$ cat config.mk
export PLATFORM = sky130hd
export DESIGN_NAME = axis_udp_filter
export DESIGN_NICKNAME = d
export VERILOG_FILES = /design/src/rtl/axis_udp_filter.sv
export SDC_FILE = /design/constraint.sdc
export NUM_CORES = 1
export LEC_CHECK = 0
export CORE_ASPECT_RATIO = 1.1
export CORE_UTILIZATION = 54
export CTS_BUF_LIST = sky130_fd_sc_hd__clkbuf_16
export DETAILED_ROUTE_END_ITERATION = 8
export GPL_TIMING_DRIVEN = 1
export PLACE_DENSITY_LB_ADDON = 0.05
export REMOVE_ABC_BUFFERS = 1
export SETUP_SLACK_MARGIN = 0.02
export SLEW_MARGIN = 10
export SYNTH_ARGS = -nofsm -noshare
export SYNTH_HDL_FRONTEND = slang
export SYNTH_SLANG_ARGS = --single-unit
$ cat constraint.sdc
create_clock -name clk_i -period 4.5 [get_ports clk_i]
set_clock_uncertainty 0.05 [all_clocks]
set_input_delay 0.675 -clock clk_i [delete_from_list [all_inputs] [get_ports clk_i]]
set_output_delay 0.675 -clock clk_i [all_outputs]
set_load 0.1 [all_outputs]
$ cat src/rtl/axis_udp_filter.sv
// Ethernet/IPv4/UDP receive filter on a 32-bit AXI4-Stream.
// Forwards only the byte-packed UDP payload of matching frames.
module axis_udp_filter #(
  parameter int          STREAM_DATA_WIDTH  = 32,
  parameter logic [47:0] MAC_ADDRESS        = 48'h00350a000201,
  parameter logic [31:0] IP_ADDRESS         = 32'h0a12a8c0,
  parameter logic [15:0] UDP_PORT           = 16'h901f,
  parameter int          PAYLOAD_MAX_SIZE   = 1600,
  parameter int          COUNTER_DATA_WIDTH = 11
) (
  input  logic                          clk_i,
  input  logic                          s_rst_n_i,
  input  logic [STREAM_DATA_WIDTH-1:0]  s_axis_tdata_i,
  input  logic [3:0]                    s_axis_tkeep_i,
  input  logic                          s_axis_tvalid_i,
  input  logic                          s_axis_tlast_i,
  output logic                          s_axis_tready_o,
  output logic [STREAM_DATA_WIDTH-1:0]  m_axis_tdata_o,
  output logic [3:0]                    m_axis_tkeep_o,
  output logic                          m_axis_tvalid_o,
  output logic                          m_axis_tlast_o,
  input  logic                          m_axis_tready_i,
  output logic                          counter_enable_o,
  output logic                          counter_rst_o,
  input  logic [COUNTER_DATA_WIDTH-1:0] counter_value_i
);

  localparam logic [1:0] S_HDR   = 2'd0;
  localparam logic [1:0] S_PAY   = 2'd1;
  localparam logic [1:0] S_FLUSH = 2'd2;
  localparam logic [1:0] S_DRAIN = 2'd3;

  localparam logic [15:0] PMAX = 16'(PAYLOAD_MAX_SIZE);

  logic [1:0]  state_q, state_d;
  logic [3:0]  idx_q, idx_d;
  logic        match_q, match_d;
  logic [15:0] plen_q, plen_d;
  logic [15:0] hold_q, hold_d;
  logic        seen_q, seen_d;
  logic        alive_q;
  logic        mv_q, mv_d;
  logic [31:0] md_q, md_d;
  logic [3:0]  mk_q, mk_d;
  logic        ml_q, ml_d;

  logic [31:0] d;
  logic        s_hs;
  logic        out_free;
  logic        hit;
  logic        match_now;
  logic [15:0] ulen;
  logic [15:0] ulen_m8;
  logic [15:0] rem;
  logic [3:0]  rem_keep;
  logic        cen;
  logic        crst;
  logic        rdy;
  logic        unused_tkeep;

  assign unused_tkeep = ^s_axis_tkeep_i;

  assign d        = s_axis_tdata_i;
  assign out_free = !mv_q || m_axis_tready_i;
  assign s_hs     = s_axis_tvalid_i && rdy;
  assign ulen     = {d[23:16], d[31:24]};
  assign ulen_m8  = ulen - 16'd8;
  assign rem      = plen_q - 16'(counter_value_i);

  always_comb begin
    hit = 1'b1;
    unique case (idx_q)
      4'd0:    hit = (d == MAC_ADDRESS[31:0]);
      4'd1:    hit = (d[15:0] == MAC_ADDRESS[47:32]);
      4'd3:    hit = (d[23:0] == 24'h450008);
      4'd5:    hit = (d[31:24] == 8'h11);
      4'd7:    hit = (d[31:16] == IP_ADDRESS[15:0]);
      4'd8:    hit = (d[15:0] == IP_ADDRESS[31:16]);
      4'd9:    hit = (d[15:0] == UDP_PORT) && (ulen >= 16'd8);
      default: hit = 1'b1;
    endcase
  end

  assign match_now = ((idx_q == 4'd0) || match_q) && hit;

  always_comb begin
    rem_keep = 4'h0;
    unique case (1'b1)
      (rem == 16'd1): rem_keep = 4'h1;
      (rem == 16'd2): rem_keep = 4'h3;
      (rem == 16'd3): rem_keep = 4'h7;
      (rem == 16'd4): rem_keep = 4'hF;
      default:        rem_keep = 4'h0;
    endcase
  end

  always_comb begin
    rdy = 1'b0;
    unique case (state_q)
      S_HDR:   rdy = alive_q;
      S_PAY:   rdy = out_free;
      S_FLUSH: rdy = 1'b0;
      S_DRAIN: rdy = alive_q;
      default: rdy = 1'b0;
    endcase
  end

  always_comb begin
    state_d = state_q;
    idx_d   = idx_q;
    match_d = match_q;
    plen_d  = plen_q;
    hold_d  = hold_q;
    seen_d  = seen_q;
    mv_d    = mv_q && !m_axis_tready_i;
    md_d    = md_q;
    mk_d    = mk_q;
    ml_d    = ml_q;
    cen     = 1'b0;
    crst    = 1'b0;
    unique case (state_q)
      S_HDR: begin
        crst = 1'b1;
        if (s_hs) begin
          match_d = match_now;
          idx_d   = idx_q + 4'd1;
          if (idx_q == 4'd9) begin
            if (ulen < 16'd8)       plen_d = 16'd0;
            else if (ulen_m8 > PMAX) plen_d = PMAX;
            else                     plen_d = ulen_m8;
          end
          if (s_axis_tlast_i) begin
            idx_d = 4'd0;
          end else if (idx_q == 4'd10) begin
            idx_d  = 4'd0;
            hold_d = d[31:16];
            seen_d = 1'b0;
            if (!match_now)          state_d = S_DRAIN;
            else if (plen_q <= 16'd2) state_d = S_FLUSH;
            else                     state_d = S_PAY;
          end
        end
      end
      S_PAY: begin
        if (s_hs) begin
          mv_d   = 1'b1;
          md_d   = {d[15:0], hold_q};
          hold_d = d[31:16];
          if (rem <= 16'd4) begin
            mk_d    = rem_keep;
            ml_d    = 1'b1;
            state_d = s_axis_tlast_i ? S_HDR : S_DRAIN;
          end else if (s_axis_tlast_i) begin
            mk_d    = 4'hF;
            ml_d    = 1'b0;
            seen_d  = 1'b1;
            state_d = S_FLUSH;
          end else begin
            mk_d = 4'hF;
            ml_d = 1'b0;
            cen  = 1'b1;
          end
        end
      end
      S_FLUSH: begin
        if (out_free) begin
          mv_d    = 1'b1;
          md_d    = {16'h0000, hold_q};
          mk_d    = 4'h3;
          ml_d    = 1'b1;
          state_d = seen_q ? S_HDR : S_DRAIN;
        end
      end
      S_DRAIN: begin
        crst = 1'b1;
        if (s_hs && s_axis_tlast_i) begin
          state_d = S_HDR;
          idx_d   = 4'd0;
        end
      end
      default: state_d = S_HDR;
    endcase
  end

  always_ff @(posedge clk_i or negedge s_rst_n_i) begin
    if (!s_rst_n_i) begin
      state_q <= S_HDR;
      idx_q   <= 4'd0;
      match_q <= 1'b0;
      plen_q  <= 16'd0;
      hold_q  <= 16'd0;
      seen_q  <= 1'b0;
      alive_q <= 1'b0;
      mv_q    <= 1'b0;
      md_q    <= 32'd0;
      mk_q    <= 4'd0;
      ml_q    <= 1'b0;
    end else begin
      state_q <= state_d;
      idx_q   <= idx_d;
      match_q <= match_d;
      plen_q  <= plen_d;
      hold_q  <= hold_d;
      seen_q  <= seen_d;
      alive_q <= 1'b1;
      mv_q    <= mv_d;
      md_q    <= md_d;
      mk_q    <= mk_d;
      ml_q    <= ml_d;
    end
  end

  assign s_axis_tready_o  = rdy;
  assign m_axis_tvalid_o  = mv_q;
  assign m_axis_tdata_o   = md_q;
  assign m_axis_tkeep_o   = mk_q;
  assign m_axis_tlast_o   = ml_q;
  assign counter_enable_o = cen;
  assign counter_rst_o    = crst;

endmodule

== Yosys cells after proc, flatten, opt, wreduce, memory -nomap -nowiden ==
Index checks and enable logic that the tools add are counted.

* Reductions and logical operators: 22
* Add/subtract/negate cells: 3
* Multiplexer cells: 54
* Magnitude comparators: 5
* Equality and inequality tests: 30

{| class="wikitable"
|+ Operators by type and width
! operator !! number
|-
| 2-to-1 mux 16 bit || 6
|-
| 2-to-1 mux 32 bit || 2
|-
| one-hot mux 32 bit (2 select lines) || 1
|-
| equality test 16 bit, second input constant || 2
|-
| equality test 16 x 2 -> 1 bit, second input constant || 2
|-
| equality test 32 x 28 -> 1 bit, second input constant || 1
|-
| one-hot mux 16 bit (2 select lines) || 1
|-
| 2-to-1 mux 4 bit || 7
|-
| equality test 24 x 23 -> 1 bit, second input constant || 1
|-
| 2-to-1 mux 2 bit || 12
|-
| equality test 16 x 1 -> 1 bit, second input constant || 1
|-
| equality test 16 x 12 -> 1 bit, second input constant || 1
|-
| equality test 16 x 3 -> 1 bit, second input constant || 1
|-
| equality test 16 x 6 -> 1 bit, second input constant || 1
|-
| >= comparator 16 x 4 -> 1 bit, second input constant || 1
|-
| > comparator 16 x 11 -> 1 bit, second input constant || 1
|-
| less-or-equal comparator 16 x 2 -> 1 bit, second input constant || 1
|-
| less-or-equal comparator 16 x 3 -> 1 bit, second input constant || 1
|-
| < comparator 16 x 4 -> 1 bit, second input constant || 1
|-
| 2-to-1 mux 1 bit || 16
|-
| != test 2 bit, second input constant || 8
|-
| one-hot mux 4 bit (2 select lines) || 2
|-
| one-hot mux 4 bit (4 select lines) || 1
|-
| subtractor 16 x 11 -> 16 bit || 1
|-
| 25 further kinds || 42
|}

* Register bits after elaboration: 79
* Word-level logic and storage cells: 125

== Longest topological paths before layout ==
* Depth after elaboration: 9
* Depth in mapped cells: 11
* Mapped depth without buffers: 11

== Worst setup path before layout ==
No wires, ideal clock.

* Kind: input -> output
* From: in counter_value_i[0]
* To: out counter_enable_o
* Path slack: -696 ps
* Data arrival time: 4,471 ps
* Stages on the path: 9
* Buffers on the path: 0
* Cell sequence: ha_1 -> fa_1 -> nand2b_1 -> a211o_1 -> a2111oi_2 -> o41ai_1 -> nand3_1 -> nor3_4 -> nor3_1

* Word-level cells in the longest chain between the ends: 5

{| class="wikitable"
|+ Ends and longest elaborated chain
! item !! RTL line !! RTL
|-
| start, declared || 25 || <nowiki>input logic [COUNTER_DATA_WIDTH-1:0] counter_value_i</nowiki>
|-
| subtractor 16 x 11 -> 16 bit || 68 || <nowiki>assign rem = plen_q - 16'(counter_value_i);</nowiki>
|-
| less-or-equal comparator 16 x 3 -> 1 bit || 149 || <nowiki>if (rem <= 16'd4) begin</nowiki>
|-
| 2-to-1 mux 1 bit || 149 ||
|-
| 2-to-1 mux 1 bit || 145 || <nowiki>if (s_hs) begin</nowiki>
|-
| 2-to-1 mux 1 bit || 121 || <nowiki>unique case (state_q)</nowiki>
|-
| end, declared || 23 || <nowiki>output logic counter_enable_o,</nowiki>
|}

No other way between the ends.

== Worst setup path in the final report ==
Same ends and word-level chain as after synthesis.

==> results_dict.tcl <==
set metrics [dict create \
    maxSlewViolCount 0 \
    synthToLayoutAreaGrowth_pct 26.5 \
    multi_input_area_sq_um 2580 \
    wire_per_inst_um 16.1 \
    p_leak_nw 2.57 \
    coreArea_sq_um 8450 \
    slowest_stage "fa_1" \
    synth_edf_count 0 \
    min_period_over_period 0.943 \
    cp.arrival_ns 3.52 \
    diodes 0 \
    initial_core_util 0.563 \
    finalSetupViolations 0 \
    routed_wl_um 11400 \
    fill_cells 670 \
    synth_flop_cell "dfrtp_1" \
    p_per_area_nw_per_um2 755 \
    path_clk_slew_ns 0.06 \
    worstPathCellList "clkdlybuf4s50_1 -> ha_1 -> fa_1 -> nand2b_1 -> a211o_1 -> a2111oi_2 -> o41ai_1 -> nand3_1 -> nor3_4 -> nor3_1 -> buf_12" \
    clock.fmax_ghz 0.236 \
    postCtsSetupBuffers 0 \
    syn_inst 509 \
    seq_area_sq_um 1980 \
    place_congestion 0.898 \
    maxSlewHeadroom 0.319 \
    viasPerCell 5.86 \
    cts_max_level 3 \
    worstMarginPinSlew_ns 1.02 \
    hpwl_um 8510 \
    dieArea_sq_um 9190 \
    vias 4143 \
    synth_area_sq_um 4760 \
    antenna_found_initial 0 \
    hp-class "register to register" \
    finalHoldViolations 0 \
    ctsRootBufferMaster "clkbuf_16" \
    grt_usage 0.262 \
    cts_buffer_depth 2 \
    start_kind "input port" \
    cts_resized 0 \
    seq_area_frac_synth 0.416 \
    clkLatencyLatePin_ns 0.33 \
    drtPass1Iterations 5 \
    avgSynthCellArea_sq_um 9.34 \
    synthTopCellsByArea "dfrtp_1 42%, mux2_2 7.6%, nand2_1 4.5%, ha_1 4.5%, o21ai_0 4.2%" \
    final_layout_size_suffix_gt1_frac 0.117 \
    cap_viol_max_count 0 \
    rows 35 \
    worst_setup_path_end_kind "output pin" \
    io_pins 93 \
    min_period_ns 4.25 \
    critical_path_class "input port to output pin" \
    synth_warnings 0 \
    clock-sinks 79 \
    synth-async-reset-ratio 1.00 \
    overflow 0 \
    fin_nets 661 \
    synth_top_area_share 0.416 \
    critical_path.top_delay_family "compound AO/OA/AOI/OAI gates" \
    worst-endpoint-required_ns 3.77 \
    post-route-util 0.712 \
    grt_max_degree 80 \
    cp.buffers_inverters 2 \
    grt_pass1_vias 4101 \
    rsz0062_at_grt "no" \
    grt_pass1_wl_um 19000 \
    synth_top_area_cell "dfrtp_1" \
    final_common_cell "clkdlybuf4s50_1" \
    vdd_ir_drop_max_uv 681 \
    worstPathMaxFanout 3 \
    ys_seq_elements 79 \
    final_cell_count_no_fill 707 \
    slowest_delay_ns 0.42 \
    yosysUniqueCellTypes 69 \
    dpl.cell_count 691 \
    cts_tree "yes" \
    design_power_total_mw 4.54 \
    layout_common_cells "85 x clkdlybuf4s50_1, 79 x dfrtp_1, 56 x nand2_1" \
    die_w_um 91.5 \
    port_buffers 88 \
    status "completed" \
    drc 0 \
    hold_buffers 0 \
    drtIter0Drc 242 \
    numCtsBuffers 9 \
    ant_nets 0 \
    die_y_um 100 \
]
[sequential cells by signal (all words and copies together) (netlist names), 2 cells and up]
signal / count
m_axis_tdata_o: 32
hold_q: 16
plen_q: 16
idx_q: 4
m_axis_tkeep_o: 4
state_q: 2
[cell families (layout without fill, tap and decap cells)]
logic type      Yosys count  in the layout  share of synthesized area
simple gates            199            199                      0.234
compound gates          118            118                      0.162
flops                    79             79                      0.416
buf+inv                  51            138                     0.0416
mux                      34             34                     0.0810
fa+ha+maj                18             18                     0.0489
xor+xnor                  9              9                     0.0166
other cells               1              1                   0.000789
[synth_stat cells (all sizes together) (4+ instances only)]
cell type,count
o21ai,48
inv,32
dfrtp,79
clkbuf,16
nor4,19
nand4,9
o31ai,4
ha,17
o21a,5
nor4bb,4
nor2b,4
a2111oi,4
and2,5
a22o,5
xnor2,7
nand2b,25
a21oi,23
nor2,24
mux2,33
nor3b,4
nand2,57
nor3,12
or2,7
nand3,13
[per-layer routing]
metal  track usage  up-vias  wire [um]
met5             0        -          0
met4        0.0904        0        211
met3        0.0417       23        571
met2         0.466      131       5790
met1         0.323     1994       4830
li1              -     1995          -
[tightest hold or removal path, cell delays in order (launching register included)]
cell,delay [ns]
dfrtp_1,0.34
nand2_1,0.05
o21ai_0,0.06
[power by group]
| part | total (mW) | leakage, nW | switching, mW | internal (mW) |
|---|---|---|---|---|
| Sequential | 1.15 | 0.990 | 0.169 | 0.982 |
| Combinational | 2.67 | 1.44 | 1.89 | 0.781 |
| Clock | 0.720 | 0.145 | 0.290 | 0.430 |
| Total | 4.54 | 2.57 | 2.35 | 2.19 |
[layout make-up]
type / count / area share
multi-input combinational: 379 / 0.429
sequential: 79 / 0.329
timing repair buffer: 90 / 0.150
clock buffer: 9 / 0.0374
tap: 111 / 0.0231
inverter: 32 / 0.0200
clock inverter: 7 / 0.0119
[through the flow]
step	setup TNS (ns)	instance area [sq um]	setup slack, ns	hold slack, ns
6_report	0	6020	0.255	0.428
5_1_grt	0	6020	0.105	0.450
3_5_place_dp	0	5720	0.246	0.420
3_3_place_gp	0	5720	0.274	0.411
2_1_floorplan	-0.696	4680	-0.696	0.329
4_1_cts	0	6020	0.215	0.434
[worst paths after layout]
check	slack, ns	from	cells after the start	to
worst max-delay path	0.25	counter_value_i[0]	11	counter_enable_o
worst min-delay path	0.43	m_axis_tdata_o[16]$_DFFE_PN0P_	2	m_axis_tdata_o[16]$_DFFE_PN0P_
worst max register to register	1.24	plen_q[0]$_DFFE_PN0P_	12	state_q[0]$_DFFE_PN0P_
worst min register to register	0.43	m_axis_tdata_o[16]$_DFFE_PN0P_	2	m_axis_tdata_o[16]$_DFFE_PN0P_
max in group asynchronous	3.28	s_rst_n_i	1	plen_q[10]$_DFFE_PN0P_
min in group asynchronous	0.45	s_rst_n_i	1	m_axis_tkeep_o[2]$_DFFE_PN0P_
Note: power is estimated with default switching activity, not from simulation.
